**src/rtl/audio_mode_sequencer.sv**
```systemverilog
// Front-end controller for audio_preprocessor: feeds samples in, applies output gain,
// and sequences click-free filter-mode changes (fade out, switch, flush, fade in).
module audio_mode_sequencer #(
    parameter int PP_LAT        = 1,
    parameter int RAMP_STEP     = 16,
    parameter int FLUSH_SAMPLES = 8,
    parameter int DEFAULT_MODE  = 0
) (
    input  logic        clk,
    input  logic        rst,
    input  logic        s_valid,
    input  logic [15:0] s_data,
    input  logic [1:0]  mode_req,
    input  logic        mode_req_valid,
    output logic        mode_req_ready,
    output logic [1:0]  pp_filter_sel,
    output logic [15:0] pp_audio_in,
    input  logic [15:0] pp_audio_out,
    output logic        m_valid,
    output logic [15:0] m_data,
    output logic [1:0]  cur_mode,
    output logic        busy
);

    typedef enum logic [1:0] {
        RUN_S      = 2'd0,
        FADE_OUT_S = 2'd1,
        FLUSH_S    = 2'd2,
        FADE_IN_S  = 2'd3
    } state_t;

    localparam int FW = (FLUSH_SAMPLES < 2) ? 1 : $clog2(FLUSH_SAMPLES + 1);
    localparam logic [9:0]    STEP_C  = 10'(RAMP_STEP);
    localparam logic [FW-1:0] FLUSH_C = FW'(FLUSH_SAMPLES);
    localparam logic [1:0]    DEF_C   = 2'(DEFAULT_MODE);

    state_t            state_r;
    state_t            state_nxt_s;
    logic [8:0]        gain_r;
    logic [8:0]        gain_nxt_s;
    logic [1:0]        pending_r;
    logic [1:0]        pending_nxt_s;
    logic [1:0]        sel_r;
    logic [1:0]        sel_nxt_s;
    logic [FW-1:0]     flush_r;
    logic [FW-1:0]     flush_nxt_s;
    logic [PP_LAT-1:0] valid_pipe_r;
    logic [15:0]       pp_in_r;
    logic              m_valid_r;
    logic [15:0]       m_data_r;
    logic              sample_s;
    logic [9:0]        gain_ext_s;
    logic [9:0]        gain_sum_s;
    logic signed [25:0] prod_s;
    logic [15:0]       m_data_nxt_s;

    // One output sample per tap hit; all ramps advance on this, never on raw clocks.
    assign sample_s   = valid_pipe_r[PP_LAT-1];
    assign gain_ext_s = {1'b0, gain_r};
    assign gain_sum_s = gain_ext_s + STEP_C;
    assign prod_s     = $signed(pp_audio_out) * $signed(gain_ext_s);
    assign m_data_nxt_s = 16'(prod_s >>> 8);

    assign mode_req_ready = (state_r == RUN_S);
    assign busy           = (state_r != RUN_S);
    assign pp_filter_sel  = sel_r;
    assign cur_mode       = sel_r;
    assign pp_audio_in    = pp_in_r;
    assign m_valid        = m_valid_r;
    assign m_data         = m_data_r;

    // Next-state and gain/mode/flush-counter update logic.
    always_comb begin
        state_nxt_s   = state_r;
        gain_nxt_s    = gain_r;
        pending_nxt_s = pending_r;
        sel_nxt_s     = sel_r;
        flush_nxt_s   = flush_r;
        case (state_r)
            RUN_S: begin
                gain_nxt_s = 9'd256;
                if (mode_req_valid && (mode_req != sel_r)) begin
                    pending_nxt_s = mode_req;
                    state_nxt_s   = FADE_OUT_S;
                end else begin
                    state_nxt_s = RUN_S;
                end
            end
            FADE_OUT_S: begin
                if (sample_s) begin
                    if (gain_ext_s <= STEP_C) begin
                        // Filter is switched only once the output is fully silent.
                        gain_nxt_s  = 9'd0;
                        state_nxt_s = FLUSH_S;
                        sel_nxt_s   = pending_r;
                        flush_nxt_s = FLUSH_C;
                    end else begin
                        gain_nxt_s = 9'(gain_ext_s - STEP_C);
                    end
                end else begin
                    gain_nxt_s = gain_r;
                end
            end
            FLUSH_S: begin
                gain_nxt_s = 9'd0;
                if (sample_s) begin
                    if (flush_r <= FW'(1)) begin
                        flush_nxt_s = '0;
                        state_nxt_s = FADE_IN_S;
                    end else begin
                        flush_nxt_s = flush_r - FW'(1);
                    end
                end else begin
                    flush_nxt_s = flush_r;
                end
            end
            FADE_IN_S: begin
                if (sample_s) begin
                    if (gain_sum_s >= 10'd256) begin
                        gain_nxt_s  = 9'd256;
                        state_nxt_s = RUN_S;
                    end else begin
                        gain_nxt_s = 9'(gain_sum_s);
                    end
                end else begin
                    gain_nxt_s = gain_r;
                end
            end
            default: begin
                state_nxt_s = RUN_S;
                gain_nxt_s  = 9'd256;
            end
        endcase
    end

    // Control state registers.
    always_ff @(posedge clk or negedge rst) begin
        if (!rst) begin
            state_r   <= RUN_S;
            gain_r    <= 9'd256;
            pending_r <= 2'd0;
            sel_r     <= DEF_C;
            flush_r   <= '0;
        end else begin
            state_r   <= state_nxt_s;
            gain_r    <= gain_nxt_s;
            pending_r <= pending_nxt_s;
            sel_r     <= sel_nxt_s;
            flush_r   <= flush_nxt_s;
        end
    end

    // Sample datapath: input register, latency-matching valid pipe, gained output.
    always_ff @(posedge clk or negedge rst) begin
        if (!rst) begin
            pp_in_r      <= 16'd0;
            valid_pipe_r <= '0;
            m_valid_r    <= 1'b0;
            m_data_r     <= 16'd0;
        end else begin
            if (s_valid) begin
                pp_in_r <= s_data;
            end else begin
                pp_in_r <= pp_in_r;
            end
            valid_pipe_r[0] <= s_valid;
            for (int i = 1; i < PP_LAT; i++) begin
                valid_pipe_r[i] <= valid_pipe_r[i-1];
            end
            m_valid_r <= sample_s;
            if (sample_s) begin
                m_data_r <= m_data_nxt_s;
            end else begin
                m_data_r <= m_data_r;
            end
        end
    end

endmodule

```
**config.mk**
```make
export PLATFORM = sky130hd
export DESIGN_NAME = audio_mode_sequencer
export DESIGN_NICKNAME = d
export VERILOG_FILES = /design/src/rtl/audio_mode_sequencer.sv
export SDC_FILE = /design/constraint.sdc
export NUM_CORES = 1
export LEC_CHECK = 0
export ABC_AREA = 1
export BUFFER_PORTS_ARGS = -buffer_cell sky130_fd_sc_hd__clkbuf_2
export CAP_MARGIN = 20
export CORE_AREA = 2 2 124 126
export CTS_CLUSTER_SIZE = 20
export DETAILED_ROUTE_END_ITERATION = 10
export DIE_AREA = 0 0 126 128
export GPL_TIMING_DRIVEN = 0
export PLACE_DENSITY_LB_ADDON = 0.2
export RECOVER_POWER = 100
export SYNTH_ARGS = -nofsm -noshare
export SYNTH_HDL_FRONTEND = slang
export SYNTH_SLANG_ARGS = --single-unit
export TNS_END_PERCENT = 5
```
**constraint.sdc**
```tcl
create_clock -name clk -period 14.3 [get_ports clk]
set_input_delay 2.86 -clock clk [delete_from_list [all_inputs] [get_ports clk]]
set_output_delay 2.86 -clock clk [all_outputs]
set_load 0.02 [all_outputs]
```
==> out/results.txt <==
Worst setup EP type -> flop
clk_skew -> 0.00506 ns
warning count from the yosys run -> 0
layout cell share with drive strength beyond 1 -> 8.81%
gr busiest metal -> met2
status -> finished with violations
Port Buffers -> 76
final critical-path share of the clock period -> 50.7%
final instance area -> 0.00737 mm²
Clk pin slew, worst setup/hold paths -> 0.06 ns
commonest cells after routing, fill and taps aside -> nand2_1, inv_1, ha_1
CTS tree -> built
DR WL/cell -> 12.1 µm
RSZ-0062 raised after global routing -> false
max_cap viols -> 1
Post-DP Area -> 0.00736 mm²
Worst R2R Setup Slack -> 8.56 ns
antenna violations before repair -> 0
violated checks -> capacitance limit, slew limit
gr ovfl total -> 0
Synth-to-Final Area Change -> 12.0%
Die Y -> 128 µm
post-cts repair resize count -> 0
crit start category -> primary input
total global-route track usage -> 18.6%
iteration count of the initial detailed-routing pass -> 4
data arrival time of the critical path -> 7.43 ns
Antenna Nets Post-Route -> 0
Synth Area per Inst -> 7.92 µm²
vias -> 5288
Fin Setup TNS -> 0 ns
number of distinct library cells after synthesis -> 41
setup bufs post-CTS -> 0
Nets -> 1143
Hold WC Path Type -> reg2reg
sequential share of the synthesized area -> 18.6%
Rows -> 45
Post-Syn Instances -> 831
1st-iter DRT viols -> 236
# DRC -> 0
met2 GRT Util -> 30.3%
Clock Latency Late Sink -> 0.29 ns
vias in the first global route -> 5420
initial core utilization -> 44.3%
CP Class -> in2reg
min Tclk post-route -> 7.26 ns
final hold violation count -> 0
CTS Buffer Depth -> 2
grt met1 use -> 26.5%
routing usage on met3 -> 3.17%
CTS buffer count -> 5
largest net degree at the start of global routing -> 37
FMAX -> 138 MHz
register bit count reported by yosys -> 49
Antenna Cells -> 0
core area -> 0.0149 mm²
Die W -> 126 µm
vias per inst -> 4.63
GPL Wtd Cong -> 0.907
Die ar. -> 0.0161 mm²
leading cell type in the layout, fill and taps excluded -> nand2_1
Worst slew margin -> -22.8%
cts hold-fix bufs -> 0
synthesized area -> 0.00659 mm²
Boundary Pins -> 77
CTS Sinks -> 49
final setup vio count -> 0
first-pass GRT wire length -> 24900 µm
fin. max-slew vios -> 37
Crit Path Max Fanout -> 5
Worst Max-Slew Pin Slew -> 1.84 ns
Critical Path RT -> 14.48 ns
Max H-tree Level -> 2
DRT Wirelength -> 13800 µm
clk root buf -> clkbuf_16
Post-DP HPWL -> 12000 µm
==> synthesized netlist by cell type (all sizes together) <==
master | count | area share [%]
a21oi | 20 | 1.7
a22oi | 1 | 0.11
a31oi | 3 | 0.29
a41oi | 1 | 0.13
and2 | 1 | 0.095
buf | 11 | 1.2
clkbuf | 9 | 0.51
conb | 2 | 0.11
dfrtp | 48 | 18
dfstp | 1 | 0.40
fa | 74 | 22
ha | 79 | 15
inv | 175 | 10
mux2 | 16 | 2.7
nand2 | 245 | 14
nand3 | 40 | 3.2
nand3b | 5 | 0.57
nand4 | 10 | 0.95
nor2 | 47 | 3.2
nor3 | 1 | 0.15
nor4 | 1 | 0.19
o211ai | 2 | 0.23
o21ai | 17 | 1.3
o21bai | 1 | 0.11
o22ai | 6 | 0.57
or2 | 3 | 0.29
xnor2 | 6 | 0.80
xor2 | 6 | 0.80
==> stage by stage <==
step | hold slack, ns | worst slack [ns] | util, % | instances
floorplan | 0.355 | 7.53 | - | 868
global placement | 0.364 | 7.01 | 49.4 | 1132
detailed placement | 0.367 | 6.98 | 49.5 | 1133
CTS | 0.379 | 7.28 | 50.5 | 1141
global route | 0.402 | 6.67 | 49.6 | 1141
finish | 0.377 | 7.04 | 49.6 | 1141
==> critical path, cell delays in order <==
cell	delay (ns)
clkbuf_1	0.19
nand2_1	0.11
fa_1	0.56
inv_1	0.05
fa_1	0.49
fa_1	0.54
fa_1	0.55
inv_1	0.05
fa_1	0.50
inv_1	0.04
ha_1	0.37
a21oi_1	0.32
nor2_1	0.08
nor2_1	0.23
nor2_1	0.07
nor2_1	0.14
nand3b_1	0.10
nand3_1	0.12
nand2_1	0.06
==> layer usage <==
metal  routed length [µm]  share of wire, %  up-vias
li1                     -                 -     2731
met1                 6740                49     2443
met2                 6260                45      102
met3                  638               4.6       12
met4                  180               1.3        0
met5                    0                 0        -
==> area by class of cell <==
class	count	area, µm²
Inverter	175	659
Multi-Input combinational cell	624	4670
Fill cell	1552	7490
Timing Repair Buffer	77	328
Sequential cell	49	1230
Buffer	20	108
Tap cell	188	235
Clock buffer	8	146
==> worst paths after layout <==
check / startpoint / endpoint / depth (start not counted)
setup / recovery: pp_audio_out[5] / m_data[10] / 19
hold / removal: sample_s / m_valid / 0
setup reg to reg: gain_r[5] / m_data[10] / 20
hold reg to reg: sample_s / m_valid / 0
max in group asynchronous: rst / pp_audio_in[4] / 2
min in group asynchronous: rst / pending_r[1] / 1
==> sequential cells by signal (all words and copies together), names as in the netlist <==
signal       flops
gain_r           5
pp_audio_in     16
m_data          16
pending_r        2
cur_mode         2
m_valid          1
state_r          2
flush_r          4
sample_s         1
==> cell families after synthesis <==
group	share of synthesized area [%]
mux	2.74
other cells	0.114
fa+ha+maj	37.5
compound gates	4.48
buf+inv	11.7
xor+xnor	1.60
simple gates	23.2
flops	18.6
Power is not shown: default switching activity piles up to over one toggle a cycle in this logic, so the estimate is an artifact.
